File: src/rtl/alu_pkg.sv
// Shared types for the ALU and its two-port arbiter.
// Opcodes, flag bundle layout and arbiter FSM states.
package alu_pkg;

    typedef enum logic [1:0] {
        OP_MUL = 2'b00,
        OP_SUB = 2'b01,
        OP_AND = 2'b10,
        OP_XOR = 2'b11
    } op_t;

    // Packed so that the 4-bit view reads {Z,C,V,S}.
    typedef struct packed {
        logic z;
        logic c;
        logic v;
        logic s;
    } alu_flags_t;

    typedef enum logic [1:0] {
        IDLE = 2'd0,
        EXEC = 2'd1,
        RESP = 2'd2
    } arb_state_t;

endpackage

File: src/rtl/alu.sv
// Combinational 4-bit ALU with 8-bit result and {Z,C,V,S} flags.
// Ports: a_i, b_i operands; sel_i opcode; result_o; flags_o.
module alu
    import alu_pkg::*;
(
    input  logic [3:0] a_i,
    input  logic [3:0] b_i,
    input  op_t        sel_i,
    output logic [7:0] result_o,
    output alu_flags_t flags_o
);

    logic [4:0] diff;

    // Extra MSB carries the borrow out of the subtraction.
    assign diff = {1'b0, a_i} - {1'b0, b_i};

    always_comb begin
        result_o  = '0;
        flags_o   = '0;
        unique case (sel_i)
            OP_MUL: begin
                result_o  = {4'b0, a_i} * {4'b0, b_i};
                flags_o.c = |result_o[7:4];
                flags_o.s = result_o[7];
            end
            OP_SUB: begin
                result_o  = {4'b0, diff[3:0]};
                flags_o.c = diff[4];
                // Signed overflow: operand signs differ and
                // the result sign differs from A.
                flags_o.v = (a_i[3] ^ b_i[3])
                          & (a_i[3] ^ diff[3]);
                flags_o.s = diff[3];
            end
            OP_AND: begin
                result_o  = {4'b0, a_i & b_i};
                flags_o.s = result_o[3];
            end
            OP_XOR: begin
                result_o  = {4'b0, a_i ^ b_i};
                flags_o.s = result_o[3];
            end
        endcase
        flags_o.z = (result_o == 8'd0);
    end

endmodule

File: src/rtl/alu_arbiter.sv
// Round-robin arbiter sharing one ALU between two requesters.
// Ports: req_* in, rsp_* out, busy, per-port done_cnt.
module alu_arbiter
    import alu_pkg::*;
#(
    parameter int N_REQ = 2,
    parameter int CNT_W = 16
) (
    input  logic                        clk,
    input  logic                        rst,
    input  logic [N_REQ-1:0]            req_valid,
    output logic [N_REQ-1:0]            req_ready,
    input  logic [N_REQ-1:0][3:0]       req_a,
    input  logic [N_REQ-1:0][3:0]       req_b,
    input  logic [N_REQ-1:0][1:0]       req_sel,
    output logic [N_REQ-1:0]            rsp_valid,
    input  logic [N_REQ-1:0]            rsp_ready,
    output logic [7:0]                  rsp_result,
    output alu_flags_t                  rsp_flags,
    output logic                        busy,
    output logic [N_REQ-1:0][CNT_W-1:0] done_cnt
);

    arb_state_t state_q, state_d;
    logic       prio_q, prio_d;
    logic       g_q, g_d;
    logic [3:0] a_q, a_d;
    logic [3:0] b_q, b_d;
    op_t        sel_q, sel_d;
    logic [7:0] res_q, res_d;
    alu_flags_t flg_q, flg_d;
    logic [N_REQ-1:0][CNT_W-1:0] cnt_q, cnt_d;

    logic [7:0] alu_res;
    alu_flags_t alu_flg;
    logic       gnt_vld;
    logic       gnt_id;
    logic       rsp_fire;

    alu u_alu (
        .a_i      (a_q),
        .b_i      (b_q),
        .sel_i    (sel_q),
        .result_o (alu_res),
        .flags_o  (alu_flg)
    );

    always_comb begin
        // A lone requester wins; a tie goes to prio_q.
        gnt_id = req_valid[1];
        if (&req_valid) gnt_id = prio_q;
        gnt_vld  = (state_q == IDLE) && (|req_valid);
        rsp_fire = (state_q == RESP) && rsp_ready[g_q];
    end

    always_comb begin
        state_d = state_q;
        prio_d  = prio_q;
        g_d     = g_q;
        a_d     = a_q;
        b_d     = b_q;
        sel_d   = sel_q;
        res_d   = res_q;
        flg_d   = flg_q;
        cnt_d   = cnt_q;
        unique case (state_q)
            IDLE: begin
                if (gnt_vld) begin
                    g_d     = gnt_id;
                    a_d     = req_a[gnt_id];
                    b_d     = req_b[gnt_id];
                    sel_d   = op_t'(req_sel[gnt_id]);
                    state_d = EXEC;
                end
            end
            EXEC: begin
                res_d   = alu_res;
                flg_d   = alu_flg;
                state_d = RESP;
            end
            RESP: begin
                if (rsp_fire) begin
                    if (cnt_q[g_q] != '1)
                        cnt_d[g_q] = cnt_q[g_q] + CNT_W'(1);
                    prio_d  = ~g_q;
                    state_d = IDLE;
                end
            end
            default: state_d = IDLE;
        endcase
    end

    always_ff @(posedge clk) begin
        if (rst) begin
            state_q <= IDLE;
            prio_q  <= 1'b0;
            g_q     <= 1'b0;
            a_q     <= '0;
            b_q     <= '0;
            sel_q   <= OP_MUL;
            res_q   <= '0;
            flg_q   <= '0;
            cnt_q   <= '0;
        end else begin
            state_q <= state_d;
            prio_q  <= prio_d;
            g_q     <= g_d;
            a_q     <= a_d;
            b_q     <= b_d;
            sel_q   <= sel_d;
            res_q   <= res_d;
            flg_q   <= flg_d;
            cnt_q   <= cnt_d;
        end
    end

    always_comb begin
        req_ready = '0;
        rsp_valid = '0;
        if (gnt_vld) req_ready[gnt_id] = 1'b1;
        if (state_q == RESP) rsp_valid[g_q] = 1'b1;
    end

    assign busy       = (state_q != IDLE);
    assign rsp_result = res_q;
    assign rsp_flags  = flg_q;
    assign done_cnt   = cnt_q;

endmodule

File: config.mk
export PLATFORM = sky130hd
export DESIGN_NAME = alu_arbiter
export DESIGN_NICKNAME = d
export VERILOG_FILES = /design/src/rtl/alu_pkg.sv /design/src/rtl/alu.sv /design/src/rtl/alu_arbiter.sv
export SDC_FILE = /design/constraint.sdc
export NUM_CORES = 1
export LEC_CHECK = 0
export ABC_AREA = 1
export BUFFER_PORTS_ARGS = -buffer_cell sky130_fd_sc_hd__buf_2
export CAP_MARGIN = 20
export CORE_ASPECT_RATIO = 1.25
export CORE_MARGIN = 2
export CORE_UTILIZATION = 35
export DETAILED_ROUTE_END_ITERATION = 8
export GPL_TIMING_DRIVEN = 0
export PLACE_DENSITY = 0.63
export SLEW_MARGIN = 20
export SYNTH_ARGS = -nofsm -noshare
export SYNTH_HDL_FRONTEND = slang
export SYNTH_SLANG_ARGS = --single-unit
export TNS_END_PERCENT = 5
File: constraint.sdc
create_clock -name clk -period 2.6 [get_ports clk]
set_input_delay 0.39 -clock clk [delete_from_list [all_inputs] [get_ports clk]]
set_output_delay 0.39 -clock clk [all_outputs]
set_load 0.05 [all_outputs]
==> results.py <==
metrics = {
    "critical_path": {
        "r2r_cells": 14,
        "timing.rr.start": "b_q[3]",
        "r2r_end": "rsp_flags[3]",
        "cp-startpoint": "b_q[3]",
        "critical_path_required_ps": 2870,
        "critPathKind": "reg -> reg",
        "arrival_ps": 2910,
        "reg2reg_slack_ps": -40,
        "startpoint_type": "register",
        "endpoint": "rsp_flags[3]",
        "cp_max_fo": 3,
        "end_kind": "register",
    },
    "global_route": {
        "grt_pass1_vias": 3930,
        "gr-usage-all-layers": 0.1897,
        "antenna_found_initial": 0,
        "grt_max_degree": 11,
        "grt_pass1_wl_um": 18300,
        "gr-total-overflow": 0,
    },
    "sta": {
        "fin_skew_ps": 5.522,
        "setup_violations": 3,
        "min_period_over_period": 1.016,
        "maxSlewViolCount": 0,
        "relSlewSlack": 0.5933,
        "worst_slew_pin_slew_ps": 610.0,
        "fin_crit_ps": 2643,
        "rsz0062_at_grt": "yes",
        "hold_viol": 0,
        "fmaxAchievable_ghz": 0.3784,
        "worst_slack_ps": -42.58,
    },
    "clock_network": {
        "cts_tree": "built",
        "clock_sinks": 58,
        "cts_root_buffer": "clkbuf_16",
        "cts_buffers": 9,
        "clock_path_buffers": 2,
        "clk_latency_ps": 330,
        "clk_pin_slew_ps": 50,
        "cts_max_level": 3,
    },
    "floorplan": {
        "die-area_um2": 12200,
        "die_h_um": 123,
        "die_x_um": 99.20,
        "fp-row-count": 43,
        "start_util": 0.3578,
        "io_pins": 75,
        "core-area_um2": 11080,
    },
    "synthesis": {
        "yosys-top-cells-count": "nand2_1, inv_1, nor2_1, dfxtp_1, nand3_1",
        "synth_area_um2": 3965,
        "synth_top_area_cell": "dfxtp_1",
        "yosys.area_share.simple": 0.3847,
        "synth-edff-count": 0,
        "ys_seq_elements": 58,
        "synth_top_family_by_area": "simple AND/OR/NAND/NOR gates",
        "async_flop_share": 0,
        "synth-adder-area-share": 0.09151,
        "syn_inst": 619,
        "synth_area_leaders": "dfxtp_1, nand2_1, inv_1",
        "synthMuxAreaShare": 0,
        "yosysUniqueCellTypes": 34,
        "synth.avg_cell_area_um2": 6.406,
        "synth_compound_area_frac": 0.08615,
        "synth-xor-area-share": 0.01325,
        "dominantRegCellSynth": "dfxtp_1",
        "ys_seq_area_frac": 0.2928,
        "yosysTopAreaCellShare": 0.2928,
        "synth_most_common_cell": "nand2_1",
        "synth_warnings": 0,
        "synth_nets": 671,
    },
    "layout": {
        "nFillCells": 1188,
        "area_growth_pct": 25.91,
        "fin_cells": 850,
        "diodes": 0,
        "drive_above_1_share": 0.2252,
        "nNetsFinal": 762,
    },
    "pwr": {
        "p_int_uw": 1998,
        "power.leakage_uw": 0.002783,
        "powerDensity_nw_per_um2": 581.3,
        "combPwrFrac": 0.219,
        "p_seq_frac": 0.340,
        "peakVddDrop_v": 0.0002724,
        "switchingPower_uw": 904.3,
        "swShare": 0.3116,
        "pwr-share-clk": 0.440,
    },
    "worst_hold_path": {
        "hold_path_class": "in -> reg",
    },
    "drt": {
        "wl_per_cell_um": 13.05,
        "drcViolationCount": 0,
        "routed_wl_um": 11090,
        "firstDrtPassIters": 4,
        "drt_iter0_markers": 128,
        "ant_nets": 0,
        "num_vias": 4053,
        "via_per_inst": 4.768,
    },
    "run": {
        "timing.max_cap.violations": 0,
    },
    "placed_design": {
        "dp_hpwl_um": 8483,
        "dp_slack_ps": -236.9,
        "place.gp.congestion": 0.8667,
        "place_inst": 827,
        "numPortBuffers": 73,
    },
    "outcome": {
        "outcome": "finished, violations left",
        "violations": "negative setup slack",
    },
}
-- cell type report --
cell class	instances	area, um^2	area share
Tap cell	135	168.9	0.03383
Clock buffer	11	242.7	0.04862
Buffer	20	143.9	0.02882
Multi-Input combinational cell	440	2377	0.4762
Inverter	101	379.1	0.07594
Clock inverter	5	77.57	0.01554
Timing Repair Buffer	80	417.9	0.08371
Sequential cell	58	1185	0.2373
-- registers in the layout (all words and copies together), names as in the netlist --
| signal | cells |
|---|---|
| a_q | 4 |
| rsp_result | 8 |
| rsp_flags | 4 |
| b_q | 4 |
| prio_q | 1 |
| done_cnt | 32 |
| sel_q | 2 |
| g_q | 1 |
| state_q | 2 |
-- worst max-delay path, cell delays in order, from the launching register on --
cell	delay, ps
dfxtp_4	360
nand2_4	50
fa_1	530
inv_1	50
fa_2	450
fa_2	400
inv_2	60
nand2_2	40
nand3_2	70
nand3b_1	80
nor2_1	110
nand2_1	60
nor2_1	100
nand3_1	70
a21oi_1	130
-- repair_timing --
action,4_1_cts,5_1_grt
hold buffers,0,0
setup endpoints to repair,6,8
gates resized for setup,20,16
cloned,0,0
buffers inserted,3,4
pin swaps,7,10
-- through the flow --
stage                     TNS, ps  power, uW    util  cell area [um^2]  hold slack, ps
final                      -92.61       2902  0.4504              4992           336.6
after global placement     -600.8       1597  0.4065              4506           483.3
after CTS                  -64.97       2922  0.4423              4902           328.9
after floorplan                 0       1447       -              3971           443.6
after global routing       -672.9       3046  0.4504              4992           366.0
after detailed placement   -862.1       1607  0.4065              4506           488.9
-- worst min-delay path by stage --
| stage | from | endpoint | slack, ps | cells after the start |
|---|---|---|---|---|
| floorplan | prio_q | prio_q | 440 | 2 |
| global placement | rsp_result[3] | rsp_result[3] | 480 | 2 |
| detailed placement | rsp_flags[3] | rsp_flags[3] | 490 | 2 |
| CTS | req_a[5] | a_q[1] | 330 | 5 |
| global route | req_b[7] | b_q[3] | 370 | 5 |
| finish | req_a[5] | a_q[1] | 340 | 5 |
-- layout by cell type (no fill, tap or decap), drive strengths merged --
cell type / netlist / layout
nand2: 205 / 205
a21oi: 17 / 17
nor2: 89 / 89
bufinv: 0 / 2
ha: 21 / 21
o2111ai: 1 / 1
inv: 98 / 98
buf: 10 / 90
nand4: 9 / 9
and2: 1 / 1
a31oi: 1 / 1
clkinv: 3 / 5
nand3b: 7 / 7
clkbuf: 10 / 21
o211ai: 4 / 4
clkinvlp: 0 / 1
dfxtp: 58 / 58
xnor2: 1 / 1
xor2: 5 / 5
nand3: 40 / 40
nor3: 2 / 2
fa: 5 / 5
o21ai: 31 / 31
a211oi: 1 / 1
-- routing by layer --
| metal | share of wire | track usage | wire length (um) | up-vias |
|---|---|---|---|---|
| met5 | 0 | 0 | 0 | - |
| met1 | 0.40 | 0.2059 | 4457 | 1801 |
| met2 | 0.52 | 0.3484 | 5720 | 126 |
| met4 | 0.030 | 0.1079 | 337 | 0 |
| met3 | 0.052 | 0.02996 | 575 | 27 |
| li1 | - | - | - | 2099 |
-- power groups by stage --
stage	Clock, uW	Sequential (uW)	Combinational [uW]
final	1280	987	637
after global routing	1350	993	701
after CTS	1310	986	622
after detailed placement	0	1010	600
after global placement	0	1010	590
after floorplan	0	1110	338
-- cells by family (layout without fill, tap and decap cells) --
family,Yosys count,count (layout)
and+or+nand+nor,353,353
xor gates and xnor gates,6,6
adders and majority gates,26,26
AOI/OAI and AO/OA,55,55
buffers and inverters,121,217
DFF,58,58
No activity file was read; power rests on OpenSTA's default activity.
